### src/rtl/mem_lsu.sv
// mem_lsu: memory-stage load/store unit.
// Runs a req/gnt/rvalid data bus, stalls upstream and extends load data.
module mem_lsu #(
  parameter int unsigned TIMEOUT = 255
) (
  input  logic        i_clk,
  input  logic        i_rst_n,
  input  logic        i_valid,
  input  logic        i_load,
  input  logic        i_store,
  input  logic [2:0]  i_func3,
  input  logic [31:0] i_addr,
  input  logic [31:0] i_wdata,
  input  logic [4:0]  i_rd_addr,
  output logic        o_busy,
  output logic        o_wb_en,
  output logic [4:0]  o_wb_addr,
  output logic [31:0] o_wb_data,
  output logic        o_lsu_exc,
  output logic        o_bus_err,
  output logic        o_dbus_req,
  output logic        o_dbus_we,
  output logic [31:0] o_dbus_addr,
  output logic [31:0] o_dbus_wdata,
  output logic [3:0]  o_dbus_be,
  input  logic        i_dbus_gnt,
  input  logic        i_dbus_rvalid,
  input  logic [31:0] i_dbus_rdata
);

  localparam logic [1:0] S_IDLE = 2'd0;
  localparam logic [1:0] S_REQ  = 2'd1;
  localparam logic [1:0] S_RESP = 2'd2;
  localparam logic [7:0] TO_CNT = 8'(TIMEOUT);

  logic [1:0]  state_q, state_d;
  logic [7:0]  cnt_q, cnt_d;
  logic [31:0] addr_q, addr_d;
  logic        we_q, we_d;
  logic [3:0]  be_q, be_d;
  logic [31:0] wdata_q, wdata_d;
  logic [2:0]  f3_q, f3_d;
  logic [1:0]  off_q, off_d;
  logic [4:0]  rd_q, rd_d;
  logic        ld_q, ld_d;
  logic        wb_en_q, wb_en_d;
  logic [4:0]  wb_addr_q, wb_addr_d;
  logic [31:0] wb_data_q, wb_data_d;
  logic        exc_q, exc_d;
  logic        err_q, err_d;

  logic        is_st, is_ld;
  logic        w_b, w_h, w_w;
  logic        f3_ok, algn_ok, legal;
  logic        req_in, idle, accept, illegal;
  logic [3:0]  be_new;
  logic [31:0] wdata_new;
  logic [31:0] ld_sh, ld_ext;
  logic [7:0]  cnt_inc;

  // Both load and store set means store.
  assign is_st = i_store;
  assign is_ld = i_load & ~i_store;

  assign w_b = i_func3[1:0] == 2'b00;
  assign w_h = i_func3[1:0] == 2'b01;
  assign w_w = i_func3[1:0] == 2'b10;

  assign f3_ok = is_st
    ? (~i_func3[2] & ~&i_func3[1:0])
    : (~&i_func3[1:0] & ~(i_func3[2] & i_func3[1]));

  assign algn_ok = ~(w_h & i_addr[0])
                 & ~(w_w & |i_addr[1:0]);

  assign legal   = f3_ok & algn_ok;
  assign req_in  = i_rst_n & i_valid & (i_load | i_store);
  assign idle    = state_q == S_IDLE;
  assign accept  = idle & req_in & legal;
  assign illegal = idle & req_in & ~legal;
  assign cnt_inc = cnt_q + 8'd1;

  always_comb begin
    be_new    = 4'b1111;
    wdata_new = i_wdata;
    unique case (1'b1)
      w_b: begin
        be_new    = 4'b0001 << i_addr[1:0];
        wdata_new = {4{i_wdata[7:0]}};
      end
      w_h: begin
        be_new    = i_addr[1] ? 4'b1100 : 4'b0011;
        wdata_new = {2{i_wdata[15:0]}};
      end
      default: begin
        be_new    = 4'b1111;
        wdata_new = i_wdata;
      end
    endcase
  end

  assign ld_sh = i_dbus_rdata >> {off_q, 3'b000};

  always_comb begin
    ld_ext = ld_sh;
    case (f3_q)
      3'b000:  ld_ext = {{24{ld_sh[7]}}, ld_sh[7:0]};
      3'b001:  ld_ext = {{16{ld_sh[15]}}, ld_sh[15:0]};
      3'b100:  ld_ext = {24'd0, ld_sh[7:0]};
      3'b101:  ld_ext = {16'd0, ld_sh[15:0]};
      default: ld_ext = ld_sh;
    endcase
  end

  always_comb begin
    state_d   = state_q;
    cnt_d     = cnt_q;
    addr_d    = addr_q;
    we_d      = we_q;
    be_d      = be_q;
    wdata_d   = wdata_q;
    f3_d      = f3_q;
    off_d     = off_q;
    rd_d      = rd_q;
    ld_d      = ld_q;
    wb_en_d   = 1'b0;
    wb_addr_d = wb_addr_q;
    wb_data_d = wb_data_q;
    exc_d     = 1'b0;
    err_d     = 1'b0;
    case (state_q)
      S_IDLE: begin
        if (accept) begin
          state_d = S_REQ;
          cnt_d   = 8'd0;
          addr_d  = {i_addr[31:2], 2'b00};
          we_d    = is_st;
          be_d    = be_new;
          wdata_d = wdata_new;
          f3_d    = i_func3;
          off_d   = i_addr[1:0];
          rd_d    = i_rd_addr;
          ld_d    = is_ld;
        end else if (illegal) begin
          exc_d = 1'b1;
        end
      end
      S_REQ: begin
        if (i_dbus_gnt && i_dbus_rvalid) begin
          state_d = S_IDLE;
          if (ld_q && rd_q != 5'd0) begin
            wb_en_d   = 1'b1;
            wb_addr_d = rd_q;
            wb_data_d = ld_ext;
          end
        end else if (i_dbus_gnt) begin
          state_d = S_RESP;
          cnt_d   = 8'd0;
        end else if (cnt_inc == TO_CNT) begin
          state_d = S_IDLE;
          err_d   = 1'b1;
        end else begin
          cnt_d = cnt_inc;
        end
      end
      S_RESP: begin
        if (i_dbus_rvalid) begin
          state_d = S_IDLE;
          if (ld_q && rd_q != 5'd0) begin
            wb_en_d   = 1'b1;
            wb_addr_d = rd_q;
            wb_data_d = ld_ext;
          end
        end else if (cnt_inc == TO_CNT) begin
          state_d = S_IDLE;
          err_d   = 1'b1;
        end else begin
          cnt_d = cnt_inc;
        end
      end
      default: state_d = S_IDLE;
    endcase
  end

  always_ff @(posedge i_clk or negedge i_rst_n) begin
    if (!i_rst_n) begin
      state_q   <= S_IDLE;
      cnt_q     <= 8'd0;
      addr_q    <= 32'd0;
      we_q      <= 1'b0;
      be_q      <= 4'd0;
      wdata_q   <= 32'd0;
      f3_q      <= 3'd0;
      off_q     <= 2'd0;
      rd_q      <= 5'd0;
      ld_q      <= 1'b0;
      wb_en_q   <= 1'b0;
      wb_addr_q <= 5'd0;
      wb_data_q <= 32'd0;
      exc_q     <= 1'b0;
      err_q     <= 1'b0;
    end else begin
      state_q   <= state_d;
      cnt_q     <= cnt_d;
      addr_q    <= addr_d;
      we_q      <= we_d;
      be_q      <= be_d;
      wdata_q   <= wdata_d;
      f3_q      <= f3_d;
      off_q     <= off_d;
      rd_q      <= rd_d;
      ld_q      <= ld_d;
      wb_en_q   <= wb_en_d;
      wb_addr_q <= wb_addr_d;
      wb_data_q <= wb_data_d;
      exc_q     <= exc_d;
      err_q     <= err_d;
    end
  end

  assign o_busy       = ~idle | accept;
  assign o_wb_en      = wb_en_q;
  assign o_wb_addr    = wb_addr_q;
  assign o_wb_data    = wb_data_q;
  assign o_lsu_exc    = exc_q;
  assign o_bus_err    = err_q;
  assign o_dbus_req   = state_q == S_REQ;
  assign o_dbus_we    = we_q;
  assign o_dbus_addr  = addr_q;
  assign o_dbus_wdata = wdata_q;
  assign o_dbus_be    = be_q;

endmodule

### config.mk
export PLATFORM = sky130hd
export DESIGN_NAME = mem_lsu
export DESIGN_NICKNAME = d
export VERILOG_FILES = /design/src/rtl/mem_lsu.sv
export SDC_FILE = /design/constraint.sdc
export NUM_CORES = 1
export LEC_CHECK = 0
export ABC_AREA = 1
export CAP_MARGIN = 20
export CORE_ASPECT_RATIO = 1.2
export CORE_MARGIN = 1
export CORE_UTILIZATION = 49
export CTS_CLUSTER_SIZE = 10
export DETAILED_ROUTE_END_ITERATION = 12
export GPL_ROUTABILITY_DRIVEN = 0
export PLACE_DENSITY_LB_ADDON = 0.15
export REMOVE_ABC_BUFFERS = 1
export SYNTH_ARGS = -nofsm -noshare
export SYNTH_HDL_FRONTEND = slang
export SYNTH_SLANG_ARGS = --single-unit
### constraint.sdc
create_clock -name i_clk -period 2.5 [get_ports i_clk]
set_input_delay 0.25 -clock i_clk [delete_from_list [all_inputs] [get_ports i_clk]]
set_output_delay 0.25 -clock i_clk [all_outputs]
set_load 0.01 [all_outputs]
### Yosys cells after proc, flatten, opt, wreduce, memory -nomap -nowiden

Index checks and enable logic that the tools add are counted.

| word-level totals | value |
|---|---|
| register bits after elaboration | 128 |
| output and inout bits | 111 |

| cells by class | value |
|---|---|
| add/subtract/negate cells | 1 |
| equal/unequal tests | 13 |
| shift-type cells | 2 |
| mux-type cells | 37 |
| bitwise gates (word level) | 22 |
| reduce and logical (&&, ||, !) cells | 14 |

Operators by type and width:

| operator | number |
|---|---|
| $pmux 32 s2 | 2 |
| $pmux 32 s4 | 1 |
| $mux 32 | 3 |
| $mux 8 | 5 |
| $shr 32x5->32 | 1 |
| $pmux 8 s3 | 1 |
| $mux 5 | 3 |
| $and 1x1->1 | 13 |
| $mux 1 | 11 |
| $mux 2 | 5 |
| $pmux 5 s2 | 1 |
| $add 8x1->8 const B | 1 |
| $eq 8x8->1 const B | 1 |
| $pmux 4 s2 | 1 |
| $not 1->1 | 7 |
| $eq 3x3->1 const B | 2 |
| $ne 2x2->1 const B | 3 |
| $pmux 2 s3 | 1 |
| $reduce_bool 5->1 | 1 |
| $eq 2x1->1 const B | 2 |
| $eq 2x2->1 const B | 2 |
| $logic_not 2->1 | 2 |
| $mux 4 | 1 |
| $ne 2x1->1 const B | 2 |
| 13 further kinds | 17 |

### Logic depth before layout (Yosys ltp)

Gate-level depths: netlist (run 1).

| depth | value |
|---|---|
| depth after elaboration | 10 |
| depth in mapped cells | 12 |
| gate-level depth less buffers | 12 |

### Least setup slack after synthesis (run 1)

Ideal clock, no wire load.

| path | value |
|---|---|
| path type | flip-flop to flip-flop |
| from | reg state_q[1] |
| to | reg cnt_q[6] |
| library setup time | 0.122 ns |
| data arrival time | 1.572 ns |
| data required time | 2.378 ns |
| slack | 0.806 ns |
| cell stages (with the launch flop) | 9 |
| clock period less this slack | 1.694 ns |
| cell sequence | dfrtp_1 inv_1 ha_1 inv_1 o21ai_0 nor2_8 buf_6 nand4_1 o21ai_1 |

RTL lines:

| item | line | text |
|---|---|---|
| start, declared | 36 | `logic [1:0] state_q, state_d;` |
| start signal, assigned | 203 | `state_q <= state_d;` |
| $eq 2x1->1 * | -- |  |
| named net o_dbus_req | 21 | `output logic o_dbus_req,` |
| $ne 2x2->1 (no source line) / $reduce_bool 3->1 (equally long branches) | -- |  |
| $reduce_and 4->1 (no source line) | -- |  |
| end signal, assigned | 204 | `cnt_q <= cnt_d;` |
| end, declared | 37 | `logic [7:0] cnt_q, cnt_d;` |

The timed path passes the listed nets; every way through them passes the cells marked *.
A chain may end at the register's enable or synchronous reset.

### Worst setup path in the final report (run 1)

| path | value |
|---|---|
| from | reg state_q[1] |
| to | out o_busy |

| between the ends | value |
|---|---|
| word-level cells in the longest chain between the ends | 4 |

Ends and longest elaborated chain:

| item | line | text |
|---|---|---|
| $logic_not 2->1 * | 78 | `assign idle = state_q == S_IDLE;` |
| $and 1x1->1 (2 in series) | 79 | `assign accept = idle & req_in & legal;` |
| $or 1x1->1 * | 221 | `assign o_busy = ~idle \| accept;` |
| end, declared | 15 | `output logic o_busy,` |

Every way passes the cells marked *; elsewhere a longest branch is shown, timed or not.

==> impl_metrics.py, run 1 <==
metrics = {
    "critical_path": {
        "timing.rr.start": "state_q[1]",
        "path_buf_inv": 2,
        "path_class": "flip-flop to output pin",
        "worstRegToRegCells": 9,
        "path_cells": "inv_1 -> ha_2 -> nand3_1 -> nor2_2 -> nand3_4 -> nand2_4 -> dlygate4sd2_1",
        "cp-end-kind": "output pin",
        "crit_family": "simple AND/OR/NAND/NOR gates",
        "arrival_ns": 2.05,
        "cpMaxStageDelayCell": "dfrtp_1",
        "startpoint_type": "flip-flop",
        "rrSetupSlack_ns": 0.46,
        "worstPathMaxFanout": 9,
        "critPathMaxStageDelay_ns": 0.43,
        "worstPathRequired_ns": 2.25,
        "r2r-end": "o_dbus_addr[23]",
    },
    "logic_synthesis": {
        "synth_cell_types": 34,
        "synthTopCellsByArea": "dfrtp_1, nand2_1, o21ai_0",
        "synth_top_area_share_pct": 52.4,
        "synth_seq_area_share_pct": 52.4,
        "synth_seq_cells": 128,
        "synth_top_cell_by_area": "dfrtp_1",
        "synth_area_per_cell_sq_um": 8.27,
        "syn_inst": 739,
        "async_flop_share_pct": 100,
        "syn-cell-area_sq_um": 6110,
        "synth_edf_count": 0,
        "synth-main-ff-cell": "dfrtp_1",
        "ys_warn_count": 0,
    },
    "cts": {
        "cts-root-buf": "clkbuf_16",
        "cts.clk_slew.worst_paths_ns": 0.06,
        "cts_buffer_depth": 2,
        "cts.sinks": 128,
        "clkLatencyLatePin_ns": 0.41,
        "htree_levels": 4,
        "cts_tree": "built",
        "cts_setup_buffers": 0,
        "cts-buffers-inserted": 17,
    },
    "place": {
        "dp.cells": 1095,
        "dp_hpwl_microns": 12100,
        "place_area_sq_um": 8430,
        "place_ws_ns": 0.269,
        "numPortBuffers": 219,
    },
    "floorplanning": {
        "die-area_sq_um": 12900,
        "core_sq_um": 12100,
        "die_y_microns": 124,
        "die_w_microns": 104,
        "start_util_pct": 50.4,
        "rows": 44,
        "ioPinCount": 222,
    },
    "layout": {
        "num_antenna_cells": 0,
        "final_layout_size_suffix_gt1_share_pct": 6.73,
        "fin_area_sq_um": 9090,
        "stdcell_count": 1127,
        "fin_util_pct": 75.1,
        "nNetsFinal": 1070,
        "syn2layout_area_growth_pct": 48.8,
    },
    "power": {
        "peakVddDrop_v": 0.000647,
        "p_leak_nw": 4.21,
        "power_density_nw_per_um2": 1250,
    },
    "global_routing": {
        "antenna_found_initial": 0,
        "grt_max_degree": 75,
        "grt_first_pass_wirelength_microns": 28800,
        "track_usage_pct": 28.0,
        "grt_overflow": 0,
        "grt_pass1_vias": 6009,
    },
    "worst_hold_path": {
        "min-delay-path-class": "primary input to asynchronous set/reset pin",
    },
    "routing": {
        "drc_errors": 0,
        "via_per_inst": 5.28,
        "routed_wl_microns": 17500,
        "vias": 5949,
        "antenna_left": 0,
        "drt_iter0_drc": 345,
        "drtPass1Iterations": 4,
        "routedWlPerCell_microns": 15.6,
    },
    "sta": {
        "period_share_pct": 91.9,
        "finalSetupViolCount": 0,
        "setup_ws_ns": 0.203,
        "fin_crit_ns": 2.30,
        "setup_tns_ns": 0,
        "tightest_slew_ns": 0.922,
        "slew_headroom_pct": 38.5,
        "final_max_slew_viol_count": 0,
        "rsz0062_at_grt": "false",
        "max_freq_mhz": 435,
        "final_hold_viol_count": 0,
        "finalClockSkew_ns": 0.00704,
    },
    "run": {
        "cap_violations": 0,
    },
    "status": {
        "status": "finished clean",
    },
}
==> where the power goes <==
part / internal, mW / switching, mW
clock: 1.83 / 0.930
combinational: 2.48 / 2.50
sequential: 3.00 / 0.589
total: 7.31 / 4.02
==> how the worst max path moves through the flow <==
| stage | start | to | slack (ns) | cells past startpoint |
|---|---|---|---|---|
| 2_1_floorplan | state_q[0] | o_wb_data[16] | -0.67 | 8 |
| 3_3_place_gp | i_func3[0] | o_busy | 0.32 | 7 |
| 5_1_grt | state_q[1] | o_busy | 0.1 | 7 |
| 6_report | state_q[1] | o_busy | 0.20 | 7 |
| 3_5_place_dp | i_func3[0] | o_busy | 0.27 | 7 |
| 4_1_cts | state_q[1] | o_busy | 0.17 | 7 |
==> repair_timing <==
item | in CTS | in global routing
endpoints found under the setup margin | 1 | 0
hold buffers | 0 | 0
gates resized for setup | 2 | 0
==> layout make-up <==
cell class,instances,area (sq um)
Sequential cell,128,3200
Fill cell,877,3020
Multi-Input combinational cell,519,2500
Timing Repair Buffer,235,2320
Clock buffer,20,457
Clock inverter,12,208
Tap cell,161,201
Inverter,52,200
==> logic make-up (layout without fill, tap and decap cells) <==
logic type                 count (synthesis)  in the layout  synth area share (%)
AOI/OAI and AO/OA                        169            169                  15.7
DFF                                      128            128                  52.4
adders and majority gates                  6              6                  1.23
and+or+nand+nor                          335            335                  22.5
other                                      1              2                0.0614
buffers and inverters                     93            319                  6.88
muxes                                      7              7                  1.15
==> Yosys cell counts (all sizes together) (4+ instances only) <==
cell type	number
o21ai	95
a211oi	7
a21oi	34
inv	52
ha	6
a31oi	8
dfrtp	128
mux2i	7
nand4	4
o22a	16
nor2	50
clkbuf	18
nand3	23
nand2	255
buf	23
==> cells in the final DEF (no fill, tap or decap), types with 8 or more instances in the layout <==
cell               n
nand2_1          250
nor2_1            46
clkbuf_16         17
nand3_1           21
a31oi_1            8
o22a_1            16
clkdlybuf4s50_1  217
buf_4             15
o21ai_0           90
inv_1             49
a21oi_1           34
dfrtp_1          128
==> sequential cells by signal (all words and copies together) (netlist names), 2 cells and up <==
| signal | flops |
|---|---|
| o_wb_addr | 5 |
| cnt_q | 8 |
| o_wb_data | 32 |
| state_q | 2 |
| rd_q | 5 |
| off_q | 2 |
| f3_q | 3 |
| o_dbus_wdata | 32 |
| o_dbus_be | 4 |
| o_dbus_addr | 30 |
==> per-layer routing <==
layer  global-route usage [%]  vias to the layer above  routed length [microns]
li1                         -                     2839                        -
met1                     32.9                     2834                     6890
met2                     47.5                      245                     8890
met3                     9.21                       31                     1390
met4                     10.3                        0                      368
met5                        0                        -                        0
==> per-stage QoR <==
stage / total power [mW] / hold WS, ns
final: 11.3 / 0.0162
after detailed placement: 8.53 / 0.465
after global placement: 8.36 / 0.454
after floorplan: 5.92 / -0.0456
after CTS: 11.4 / 0.0281
after global routing: 12.0 / 0.0595
Power figures use the tool's default switching activity.
==> run 2: changes to the inputs <==
--- a/config.mk
+++ b/config.mk
@@ -9,7 +9,8 @@
 export CAP_MARGIN = 20
 export CORE_ASPECT_RATIO = 1.2
 export CORE_MARGIN = 1
-export CORE_UTILIZATION = 49
+export CORE_UTILIZATION = 50
+export CTS_BUF_LIST = sky130_fd_sc_hd__clkbuf_4
 export CTS_CLUSTER_SIZE = 10
 export DETAILED_ROUTE_END_ITERATION = 12
 export GPL_ROUTABILITY_DRIVEN = 0
==> run 2 against run 1 <==
  * Die area shrank 2.0%
  * Sequential power is essentially flat
  * Critical path depth is the same
==> impl_metrics.py, run 2 (synthesis results as in run 1) <==
metrics = {
    "sta": {
        "rsz0062_at_grt": "false",
        "finalSetupViolCount": 0,
        "tightest_slew_ns": 0.704,
        "final_max_slew_viol_count": 0,
        "finalClockSkew_ns": 0.0142,
        "setup_tns_ns": 0,
        "max_freq_mhz": 428,
        "final_hold_viol_count": 0,
        "hold_slack_ns": 0.252,
        "slew_headroom_pct": 53.0,
        "fin_crit_ns": 2.33,
        "period_share_pct": 93.4,
    },
    "floorplanning": {
        "die-area_sq_um": 12700,
        "start_util_pct": 52.1,
        "ioPinCount": 222,
        "die_y_microns": 123,
        "rows": 43,
        "core_sq_um": 11700,
        "die_w_microns": 103,
    },
    "cts": {
        "cts_buffer_depth": 2,
        "htree_levels": 4,
        "cts.sinks": 128,
        "cts_tree": "built",
        "cts_setup_buffers": 0,
        "cts-buffers-inserted": 17,
        "clkLatencyLatePin_ns": 0.51,
        "cts.clk_slew.worst_paths_ns": 0.12,
        "cts-root-buf": "clkbuf_4",
    },
    "critical_path": {
        "path_class": "flip-flop to output pin",
        "worstPathMaxFanout": 10,
        "worstPathRequired_ns": 2.25,
        "cpMaxStageDelayCell": "dfrtp_1",
        "arrival_ns": 2.08,
        "critPathMaxStageDelay_ns": 0.43,
        "cp-end-kind": "output pin",
        "path_cells": "inv_1 -> ha_2 -> nand3_1 -> nor2_4 -> nand3_4 -> nand2_4 -> clkdlybuf4s15_1",
        "startpoint_type": "flip-flop",
    },
    "routing": {
        "vias": 5986,
        "routed_wl_microns": 17500,
        "via_per_inst": 5.33,
        "drtPass1Iterations": 5,
        "routedWlPerCell_microns": 15.5,
        "drc_errors": 0,
        "antenna_left": 0,
        "drt_iter0_drc": 282,
    },
    "layout": {
        "final_common_cell": "nand2_1",
        "final_layout_size_suffix_gt1_share_pct": 6.73,
        "n_fill_cell": 923,
        "syn2layout_area_growth_pct": 44.5,
        "nNetsFinal": 1070,
        "final_cell_mix": "nand2_1, clkdlybuf4s50_1, dfrtp_1, o21ai_0, inv_1",
        "stdcell_count": 1124,
    },
    "power": {
        "power_density_nw_per_um2": 1170,
        "peakVddDrop_v": 0.000725,
        "p_total_mw": 10.3,
        "p_leak_nw": 4.09,
    },
    "place": {
        "dp.cells": 1089,
        "numPortBuffers": 219,
        "dp_hpwl_microns": 12400,
    },
    "global_routing": {
        "antenna_found_initial": 1,
        "grt_first_pass_wirelength_microns": 28500,
        "grt_max_degree": 88,
        "grt_pass1_vias": 6012,
        "grt_overflow": 0,
        "track_usage_pct": 29.3,
    },
    "worst_hold_path": {
        "min-delay-path-class": "primary input to flip-flop",
    },
    "run": {
        "cap_violations": 0,
    },
    "status": {
        "status": "finished clean",
    },
}
## run 2: cell count changes in the layout (fill, tap and decap cells not counted), moves of 2 or more
cell	previous run	this run
buf_4	15	13
clkbuf_4	0	18
clkbuf_16	17	0
clkbuf_8	2	0
## run 2: cell type report
type	count	area (sq um)	area share, %
Clock inverter	14	239	2.71
Sequential cell	128	3200	36.3
Tap cell	157	196	2.22
Multi-Input combinational cell	519	2500	28.4
Clock buffer	18	135	1.53
Antenna cell	1	2.50	0.0283
Timing Repair Buffer	235	2350	26.6
Inverter	52	200	2.27
## run 2: what timing repair did
item,4_1_cts,5_1_grt
setup endpoints to repair,1,1
resized for setup,3,2
hold buffers,1,0
hold endpoints to repair,41,0
## run 2: final timing paths
kind	startpoint	endpoint	slack (ns)	cells after the start
setup / recovery	state_q[0]	o_busy	0.17	7
hold / removal	i_addr[3]	o_dbus_addr[3]	0.25	3
setup reg to reg	state_q[0]	o_wb_data[6]	0.47	9
hold reg to reg	o_wb_addr[0]	o_wb_addr[0]	0.48	2
max in group asynchronous	i_rst_n	o_dbus_wdata[0]	1.58	4
min in group asynchronous	i_rst_n	o_wb_data[30]	0.30	3
## run 2: routing by layer
metal  vias up  GRT usage, %  routed length, microns
li1       2835             -                       -
met1      2832          34.1                    6640
met2       275          50.2                    8780
met3        44          9.33                    1560
met4         0          10.7                     478
met5         -             0                       0
## run 2: report_power, final
part	switching (mW)	internal, mW
Sequential	0.582	2.99
Combinational	2.49	2.48
Clock	0.790	1.01
## run 2: worst max-delay path, delay by kind of cell (launching register included)
| family | cells | cell delay (ns) |
|---|---|---|
| buffers and inverters | 2 | 0.38 |
| AND/OR/NAND/NOR | 4 | 0.53 |
| flip-flops | 1 | 0.43 |
| adder cells (fa/ha/maj) | 1 | 0.23 |
## run 2: through the flow
| stage | setup WS, ns | utilization (%) | cell area, sq um |
|---|---|---|---|
| 2_1_floorplan | -0.673 | - | 5890 |
| 3_3_place_gp | 0.286 | 71.7 | 8410 |
| 3_5_place_dp | 0.268 | 71.7 | 8410 |
| 4_1_cts | 0.0629 | 75.0 | 8800 |
| 5_1_grt | 0.00889 | 75.3 | 8830 |
| 6_report | 0.166 | 75.3 | 8830 |
==> run 3: changes to the inputs <==
==> constraint.sdc (replaced) <==
create_clock -name i_clk -period 3.02 [get_ports i_clk]
set_input_delay 0.302 -clock i_clk [delete_from_list [all_inputs] [get_ports i_clk]]
set_output_delay 0.302 -clock i_clk [all_outputs]
set_load 0.01 [all_outputs]
==> run 3 against run 2 <==
  * Sequential cell count unchanged
  * Sequential share of layout area rose by 0.60 points
  * Final cell count down 0.62%
  * Clock skew up 0.0029 ns
  * Clock-buffer cell count grew 1
  * Non-clock buffer count is 7 lower
  * Sequential power down 16%
  * Worst setup slack better by 0.14 ns
  * First-iteration DRC count increased by 7.8%
  * Combinational power decreased by 19%
  * Register-to-register slack better by 0.28 ns
  * Design area fell by 1.7%
  * Critical path type unchanged
  * Largest power group unchanged
==> impl_metrics.py, run 3 (synthesis results as in run 1) <==
metrics = {
    "run": {
        "cap_violations": 0,
    },
    "sta": {
        "slew_headroom_pct": 49.3,
        "rsz0062_at_grt": "false",
        "finalSetupViolCount": 0,
        "tightest_slew_ns": 0.760,
        "period_share_pct": 89.7,
        "fin_crit_ns": 2.71,
        "finalClockSkew_ns": 0.0171,
        "final_hold_viol_count": 0,
        "max_freq_mhz": 369,
        "final_max_slew_viol_count": 0,
        "setup_ws_ns": 0.310,
    },
    "critical_path": {
        "startpoint_type": "flip-flop",
        "path_class": "flip-flop to output pin",
        "cp-end-kind": "output pin",
        "worstPathRequired_ns": 2.72,
        "worstPathMaxFanout": 4,
        "arrival_ns": 2.41,
    },
    "layout": {
        "fin_util_pct": 74.0,
        "regArea_sq_um": 3200,
        "n_fill_cell": 949,
        "final_layout_size_suffix_gt1_share_pct": 5.94,
        "final_cell_mix": "nand2_1, clkdlybuf4s50_1, dfrtp_1, o21ai_0, inv_1",
        "final_common_cell": "nand2_1",
        "syn2layout_area_growth_pct": 42.1,
        "multiInputGateArea_sq_um": 2500,
        "nNetsFinal": 1063,
    },
    "place": {
        "numPortBuffers": 219,
        "dp_hpwl_microns": 12200,
        "place_ws_ns": 0.515,
    },
    "global_routing": {
        "antenna_found_initial": 0,
        "grt_overflow": 0,
        "grt_max_degree": 116,
        "track_usage_pct": 28.3,
        "grt_first_pass_wirelength_microns": 27500,
        "grt_pass1_vias": 5911,
    },
    "power": {
        "p_leak_nw": 4.02,
        "power_density_nw_per_um2": 957,
        "peakVddDrop_v": 0.000559,
    },
    "cts": {
        "cts-buffers-inserted": 17,
        "cts_tree": "built",
        "cts-root-buf": "clkbuf_4",
        "ctsHoldBuffers": 1,
        "htree_levels": 4,
        "cts.sinks": 128,
        "clkLatencyLatePin_ns": 0.54,
        "cts_resized": 0,
        "cts_buffer_depth": 2,
        "cts_setup_buffers": 0,
        "cts.clk_slew.worst_paths_ns": 0.12,
    },
    "floorplanning": {
        "ioPinCount": 222,
        "die_w_microns": 103,
        "start_util_pct": 52.1,
        "die_y_microns": 123,
        "die-area_sq_um": 12700,
        "rows": 43,
        "core_sq_um": 11700,
    },
    "worst_hold_path": {
        "min-delay-path-class": "primary input to asynchronous set/reset pin",
    },
    "status": {
        "status": "finished clean",
    },
    "routing": {
        "routed_wl_microns": 17300,
        "vias": 5955,
        "via_per_inst": 5.33,
        "drtPass1Iterations": 6,
        "drt_iter0_drc": 304,
        "drc_errors": 0,
        "routedWlPerCell_microns": 15.4,
        "antenna_left": 0,
    },
}
run 3: changes by cell type in the layout (fill, tap and decap cells not counted), sizes merged:
cell and change:
clkinvlp +2, buf -7, clkdlybuf4s15 -1, bufinv -3
clkbuf +1, clkdlybuf4s50 +1
run 3: final cells by class:
cell class	count	area share [%]
clock inverter	13	1.90
timing repair buffer	228	26.2
clock buffer	19	1.64
multi-input combinational	519	28.8
antenna	1	0.0288
tap	157	2.26
sequential	128	36.9
inverter	52	2.31
run 3: per-stage QoR:
stage                     setup TNS, ns  std cells  power [mW]  hold slack, ns  cell area (sq um)
after floorplan                   -2.45        699        4.90         0.00641               5890
after global placement                0       1083        6.89           0.183               8360
after detailed placement              0       1083        7.04           0.185               8360
after CTS                             0       1116        8.32           0.162               8680
after global routing                  0       1116        8.89           0.179               8680
final                                 0       1117        8.31           0.175               8680
run 3: path summary, 6_finish.rpt:
check,from,end,slack (ns),depth (start not counted)
max,state_q[0],o_busy,0.31,7
min,i_rst_n,o_wb_data[19],0.17,2
max reg2reg,off_q[1],o_wb_data[21],0.75,6
min reg2reg,o_wb_addr[4],o_wb_addr[4],0.48,2
max in group asynchronous,i_rst_n,f3_q[2],1.25,4
min in group i_clk,i_addr[10],o_dbus_addr[10],0.27,3
run 3: metal layers:
layer  part of all wire, %  vias up  track usage (%)
li1                      -     2819                -
met1                    38     2806             33.4
met2                    49      267             46.2
met3                   9.4       63             9.95
met4                   3.5        0             12.9
met5                     0        -                0
run 3: power by group:
group | switching, mW | internal (mW) | leakage (nW)
Sequential | 0.532 | 2.47 | 1.60
Combinational | 2.03 | 2.01 | 2.27
Clock | 0.669 | 0.593 | 0.155
Total | 3.23 | 5.08 | 4.02
run 3: worst max-delay path, cell delays in order, from the launching register on:
cell and delay (ns):
dfrtp_1 0.44, inv_1 0.11, ha_1 0.26, nand3_1 0.13
nor2_2 0.17, nand3_4 0.12, nand2_4 0.10, clkdlybuf4s50_1 0.55
